===== config.mk =====
export PLATFORM = sky130hd
export DESIGN_NAME = sigma1_unit
export DESIGN_NICKNAME = d
export VERILOG_FILES = /design/src/rtl/sha256_pkg.sv /design/src/rtl/sigma1_core.sv /design/src/rtl/sigma1_unit.sv
export SDC_FILE = /design/constraint.sdc
export NUM_CORES = 1
export LEC_CHECK = 0
export CELL_PAD_IN_SITES_DETAIL_PLACEMENT = 1
export CELL_PAD_IN_SITES_GLOBAL_PLACEMENT = 1
export CORE_MARGIN = 2
export CORE_UTILIZATION = 37
export CTS_CLUSTER_DIAMETER = 200
export DETAILED_ROUTE_END_ITERATION = 8
export PLACE_DENSITY = 0.81
export SYNTH_ARGS = -nofsm -noshare
export SYNTH_HDL_FRONTEND = slang
export SYNTH_SLANG_ARGS = --single-unit

===== constraint.sdc =====
create_clock -name clk -period 0.9 [get_ports clk]
set_input_delay 0.135 -clock clk [delete_from_list [all_inputs] [get_ports clk]]
set_output_delay 0.135 -clock clk [all_outputs]
set_load 0.005 [all_outputs]

===== src/rtl/sha256_pkg.sv =====
// Shared SHA-256 types, rotation/shift constants and bit-manipulation helpers.
package sha256_pkg;

    localparam int unsigned WORD_W = 32;

    typedef logic [WORD_W-1:0] word_t;

    localparam int unsigned BS1_R0 = 6;
    localparam int unsigned BS1_R1 = 11;
    localparam int unsigned BS1_R2 = 25;
    localparam int unsigned SS1_R0 = 17;
    localparam int unsigned SS1_R1 = 19;
    localparam int unsigned SS1_SH = 10;

    function automatic word_t rotr(input word_t w, input int unsigned n);
        return (w >> n) | (w << (WORD_W - n));
    endfunction

    function automatic word_t shr(input word_t w, input int unsigned n);
        return w >> n;
    endfunction

endpackage


===== src/rtl/sigma1_core.sv =====
// Combinational SHA-256 big Sigma1; small sigma1 is also available when
// SIGMA1_SMALL_EN is defined (selected by sel_small).
module sigma1_core
    import sha256_pkg::*;
(
    input  logic [31:0] a,
`ifdef SIGMA1_SMALL_EN
    input  logic        sel_small,
`endif
    output logic [31:0] f
);

    word_t big_sig;

    always_comb begin
        big_sig = rotr(a, BS1_R0) ^ rotr(a, BS1_R1) ^ rotr(a, BS1_R2);
    end

`ifdef SIGMA1_SMALL_EN
    word_t small_sig;

    always_comb begin
        small_sig = rotr(a, SS1_R0) ^ rotr(a, SS1_R1) ^ shr(a, SS1_SH);
        f         = sel_small ? small_sig : big_sig;
    end
`else
    always_comb begin
        f = big_sig;
    end
`endif

endmodule


===== src/rtl/sigma1_unit.sv =====
// Registered Sigma1: sigma1_core followed by one output/valid register stage.
// Optional small-sigma1 select port enabled by SIGMA1_SMALL_EN.
module sigma1_unit
    import sha256_pkg::*;
#(
    parameter int unsigned WIDTH = 32
) (
    input  logic        clk,
    input  logic        rst_n,
    input  logic        in_valid,
    input  logic [31:0] a,
`ifdef SIGMA1_SMALL_EN
    input  logic        sel_small,
`endif
    output logic        out_valid,
    output logic [31:0] y
);

    if (WIDTH != WORD_W) begin : g_bad_width
        $error("sigma1_unit: WIDTH must be 32");
    end

    word_t f;
    word_t y_d, y_q;
    logic  out_valid_d, out_valid_q;

    sigma1_core u_core (
        .a         (a),
`ifdef SIGMA1_SMALL_EN
        .sel_small (sel_small),
`endif
        .f         (f)
    );

    // y only loads on a qualified word, so idle cycles never disturb it
    always_comb begin
        y_d         = y_q;
        out_valid_d = in_valid;
        if (in_valid) begin
            y_d = f;
        end
    end

    always_ff @(posedge clk or negedge rst_n) begin
        if (!rst_n) begin
            y_q         <= '0;
            out_valid_q <= 1'b0;
        end else begin
            y_q         <= y_d;
            out_valid_q <= out_valid_d;
        end
    end

    assign y         = y_q;
    assign out_valid = out_valid_q;

endmodule


---- Word-level counts from Yosys, hierarchy flattened ----
Index checks and enable logic that the tools add are counted.
Widths: inputs -> output; s select.
storage, ports and cells
  output and inout bits ................... 33
  register bits ........................... 33
operators by class
  bitwise gates (word level) .............. 5
operator list
  operator        count
  $xor 32x32->32  2
  $or 21x32->32   1
  $or 26x32->32   1
  $or 7x32->32    1

---- Longest topological paths before layout ----
  word-level depth ........................ 3
  depth in mapped cells ................... 3

---- By module ----
From an unflattened synthesis, not the netlist that was laid out.
second synthesis, totals
  cell total of the unflattened synthesis .. 101
  area, all modules ....................... 2,134.5 um^2
modules (own cells, without submodules)
  module       times used  cells an instance  area each (um^2)  sequential area each (um^2)
  sigma1_unit  1           69                 1,370.1           825.8
  sigma1_core  1           32                 764.5             0.0

---- Least setup slack after synthesis ----
No wires, ideal clock.
  path type ............................... input to register
  from .................................... in in_valid
  to ...................................... reg y_q[0], in the netlist y[0]
  slack ................................... -45 ps
  stages on the path ...................... 3
  setup time .............................. 125 ps
  arrival time ............................ 820 ps
  cell sequence ........................... clkbuf_1 > buf_4 > mux2_2
RTL lines
  item                  RTL line           text
  from (decl)           sigma1_unit.sv:10  input logic in_valid,
  to (signal assigned)  sigma1_unit.sv:49  y_q <= y_d;
  to (decl)             sigma1_unit.sv:24  word_t y_d, y_q;
No word-level cell between the ends.

---- Worst setup path after layout ----
  from .................................... reg y_q[29], in the netlist y[29]
  to ...................................... out y[29]
RTL lines
  item       RTL line           text
  to (decl)  sigma1_unit.sv:16  output logic [31:0] y
No word-level cell between the ends.

==> reports/qor.log <==
INFO  detailed_routing remaining_routing_drc_violations=0
INFO  cells_and_area utilization=56.4%
INFO  outcome        violations=setup timing
INFO  synth          yosysTopAreaCell=dfrtp_1
INFO  sta            hold_violations_final=0
INFO  sta            rsz_0062_raised_after_global_routing=yes
INFO  clock_tree     ctsLongestPathBuffers=2
INFO  worst_setup_path cpLargestDelayFamily=flip-flops
INFO  clock_tree     clock_sinks=33
INFO  clock_tree     insertion_delay=0.29ns
INFO  clock_tree     clk_transition_reported_paths=0.07ns
INFO  synth          synth-edff-count=0
INFO  sta            slew_violations=0
INFO  power          leakage=1.52nW
INFO  cells_and_area combined_area_of_the_multi_input_logic_cells=1140squm
INFO  cells_and_area design.final.nets=235
INFO  outcome        outcome=finished, violations left
INFO  detailed_routing drtIter0Drc=17
INFO  worst_setup_path crit_type=flop to primary output
INFO  floorplan      dieArea=5930squm
INFO  clock_tree     cts_made_buffers=5
INFO  synth          syn_nets=136
INFO  worst_setup_path worstPathCellList=buf_2
INFO  synth          syn_area_per_cell=19.5squm
INFO  sta            finalWorstPathRequiredPeriod=0.973ns
INFO  run            maxCapViolCount=0
INFO  sta            final.hold.worst_slack=0.215ns
INFO  floorplan      initial_util=38.4%
INFO  clock_tree     cts_root_buffer=clkbuf_8
INFO  clock_tree     tritoncts_clock_tree=yes
INFO  worst_setup_path critical_path_peak_fanout=2
INFO  synth          synth_sequential_area_ratio=41.9%
INFO  placement      buffer_ports.inserted=67
INFO  synth          yosys.area.top_type_share=41.9%
INFO  global_route   number_of_global_route_vias_before_repair=1521
INFO  worst_setup_path crit_path_required_time=0.76ns
INFO  cells_and_area num_antenna_cells=0
INFO  synth          mappedNetlistArea=1970squm
INFO  global_route   maximum_number_of_pins_on_one_net_before_global_route_repair=34
INFO  global_route   grt_first_pass_wirelength=8.78mm
INFO  floorplan      floorplan.die.height=77.0um
INFO  clock_tree     quantity_of_hold_fixing_buffers_added_after_cts=0
INFO  detailed_routing drt-pass1-iter-count=2
INFO  cells_and_area areaGrowthSynthToFinish=46.9%
INFO  detailed_routing detail_route.vias_per_cell=4.58
INFO  placement      place.detailed.hpwl=4.00mm
INFO  min_path       holdCritPathClass=input pin to asynchronous set/reset pin
INFO  synth          yosys.cell_types.count=5
INFO  synth          asyncSetResetFlopFracSynth=100%
INFO  worst_setup_path startpoint_type=flop
INFO  placement      gpl.final_weighted_congestion=0.788
INFO  sta            worst_slew_margin=85.9%
INFO  clock_tree     cts-htree-levels=2
INFO  synth          synth_ff_type=dfrtp_1
INFO  detailed_routing ant_nets=0
INFO  detailed_routing via_count=1240
INFO  sta            final_min_period_over_clock_period=108%
INFO  global_route   grt_overflow_total=0
INFO  synth          synth-seq-cells=33
INFO  sta            fmax=1.03GHz
INFO  synth          synthMostInstantiatedCell=dfrtp_1
INFO  floorplan      die_w=77.0um
INFO  global_route   antenna_found_initial=0
INFO  synth          yosysWarningCount=0
INFO  synth          synth.top_cells.by_count=dfrtp_1 (33), mux2_2 (32), xor3_1 (32), buf_4 (3), clkbuf_1 (1)
INFO  floorplan      io_count=68
INFO  synth          synthesis.instances=101
INFO  power          maximum_ir_drop_on_the_vdd_rail=878uV
INFO  worst_setup_path critical_path.endpoint_type=primary output
INFO  worst_setup_path max_stage_delay_cell_worst_path=dfrtp_1
INFO  sta            tightest_slew=0.212ns
INFO  worst_setup_path crit_path_max_incr_delay=0.40ns
INFO  detailed_routing routed_wirelength=5.52mm
INFO  cells_and_area fillers=544
INFO  sta            tns=-1.25ns
INFO  floorplan      fp-row-count=26
INFO  power          design_power=4.68mW
INFO  sta            setup_failing_eps_final=38
INFO  worst_setup_path buffers_plus_inverters_on_the_worst_setup_path=1
INFO  cells_and_area final-seq-area=826squm
INFO  sta            layout_skew=0ns
INFO  worst_setup_path arrival=0.84ns
INFO  synth          synth.top_cells.by_area=dfrtp_1 (42%), xor3_1 (39%), mux2_2 (18%)
INFO  floorplan      core_area=5140squm
INFO  sta            finalWorstSetupSlack=-0.0733ns
INFO  cells_and_area share_of_cells_above_drive_strength_1=64.7%
INFO  global_route   grt_usage=20.3%
INFO  power          pwr_density_cell=1610nW/um^2
INFO  detailed_routing wire_per_inst=20.4um
-- layer usage --
metal | wire [um] | vias to the layer above | GRT usage, % | share of wire (%)
li1 | - | 570 | - | -
met1 | 2100 | 617 | 22.4 | 38
met2 | 3080 | 44 | 38.4 | 56
met3 | 243 | 9 | 4.59 | 4.4
met4 | 97 | 0 | 6.43 | 1.8
met5 | 0 | - | 0 | 0
-- worst reg2reg max path, cell delays in order (launching register included) --
cell and delay (ns):
dfrtp_1 0.40, buf_4 0.14, mux2_2 0.26
-- cell usage in the layout (no fill, tap or decap) --
cell type	instances
clkbuf_8	5
clkbuf_2	4
dfrtp_1	33
buf_4	21
xor3_1	32
buf_12	2
mux2_4	5
clkdlybuf4s15_1	1
buf_6	5
clkdlybuf4s15_2	18
mux2_2	27
clkdlybuf4s50_1	1
buf_2	39
clkinvlp_4	1
dlygate4sd2_1	4
clkinv_2	2
bufbuf_16	1
-- final cells by class --
type,count,area share (%)
sequential,33,28.5
clock inverter,3,0.604
tap,70,3.02
clock buffer,5,2.37
multi-input combinational,64,39.3
timing repair buffer,96,26.2
-- cell families (layout without fill, tap and decap cells) --
group / count (synthesis) / count (layout) / synth area share [%]
xor+xnor: 32 / 32 / 38.6
buf+inv: 4 / 104 / 1.33
flops: 33 / 33 / 41.9
mux: 32 / 32 / 18.3
-- through the flow --
step | instances | setup slack [ns] | instance area, sq um
6_report | 271 | -0.0733 | 2900
5_1_grt | 271 | -0.0994 | 2900
4_1_cts | 268 | -0.0830 | 2880
3_5_place_dp | 250 | -0.659 | 2850
3_3_place_gp | 250 | -0.613 | 2850
2_1_floorplan | 101 | 0.0215 | 1990
-- power breakdown --
group	switching (mW)	internal, mW
Clock	0.555	0.533
Combinational	0.545	1.10
Sequential	0.169	1.77
-- final timing paths --
check	from	to	slack [ns]	cells past startpoint
setup / recovery	y[29]$_DFFE_PN0P_	y[29]	-0.07	1
hold / removal	rst_n	y[3]$_DFFE_PN0P_	0.21	2
setup reg to reg	y[29]$_DFFE_PN0P_	y[29]$_DFFE_PN0P_	-0.02	2
hold reg to reg	y[3]$_DFFE_PN0P_	y[3]$_DFFE_PN0P_	0.50	1
max in group asynchronous	rst_n	out_valid$_DFF_PN0_	0.51	2
min in group clk	a[10]	y[17]$_DFFE_PN0P_	0.33	3
-- state kept, by name, indices dropped and copies added, names as in the netlist --
register / cells
y: 32
out_valid: 1
-- repair_timing --
action / in CTS / in global routing
gates cloned: 1 / 0
setup buffers: 9 / 3
gates resized for setup: 229 / 9
setup endpoints to repair: 65 / 46
pin swaps: 9 / 3
Note: power is estimated with default switching activity, not from simulation.
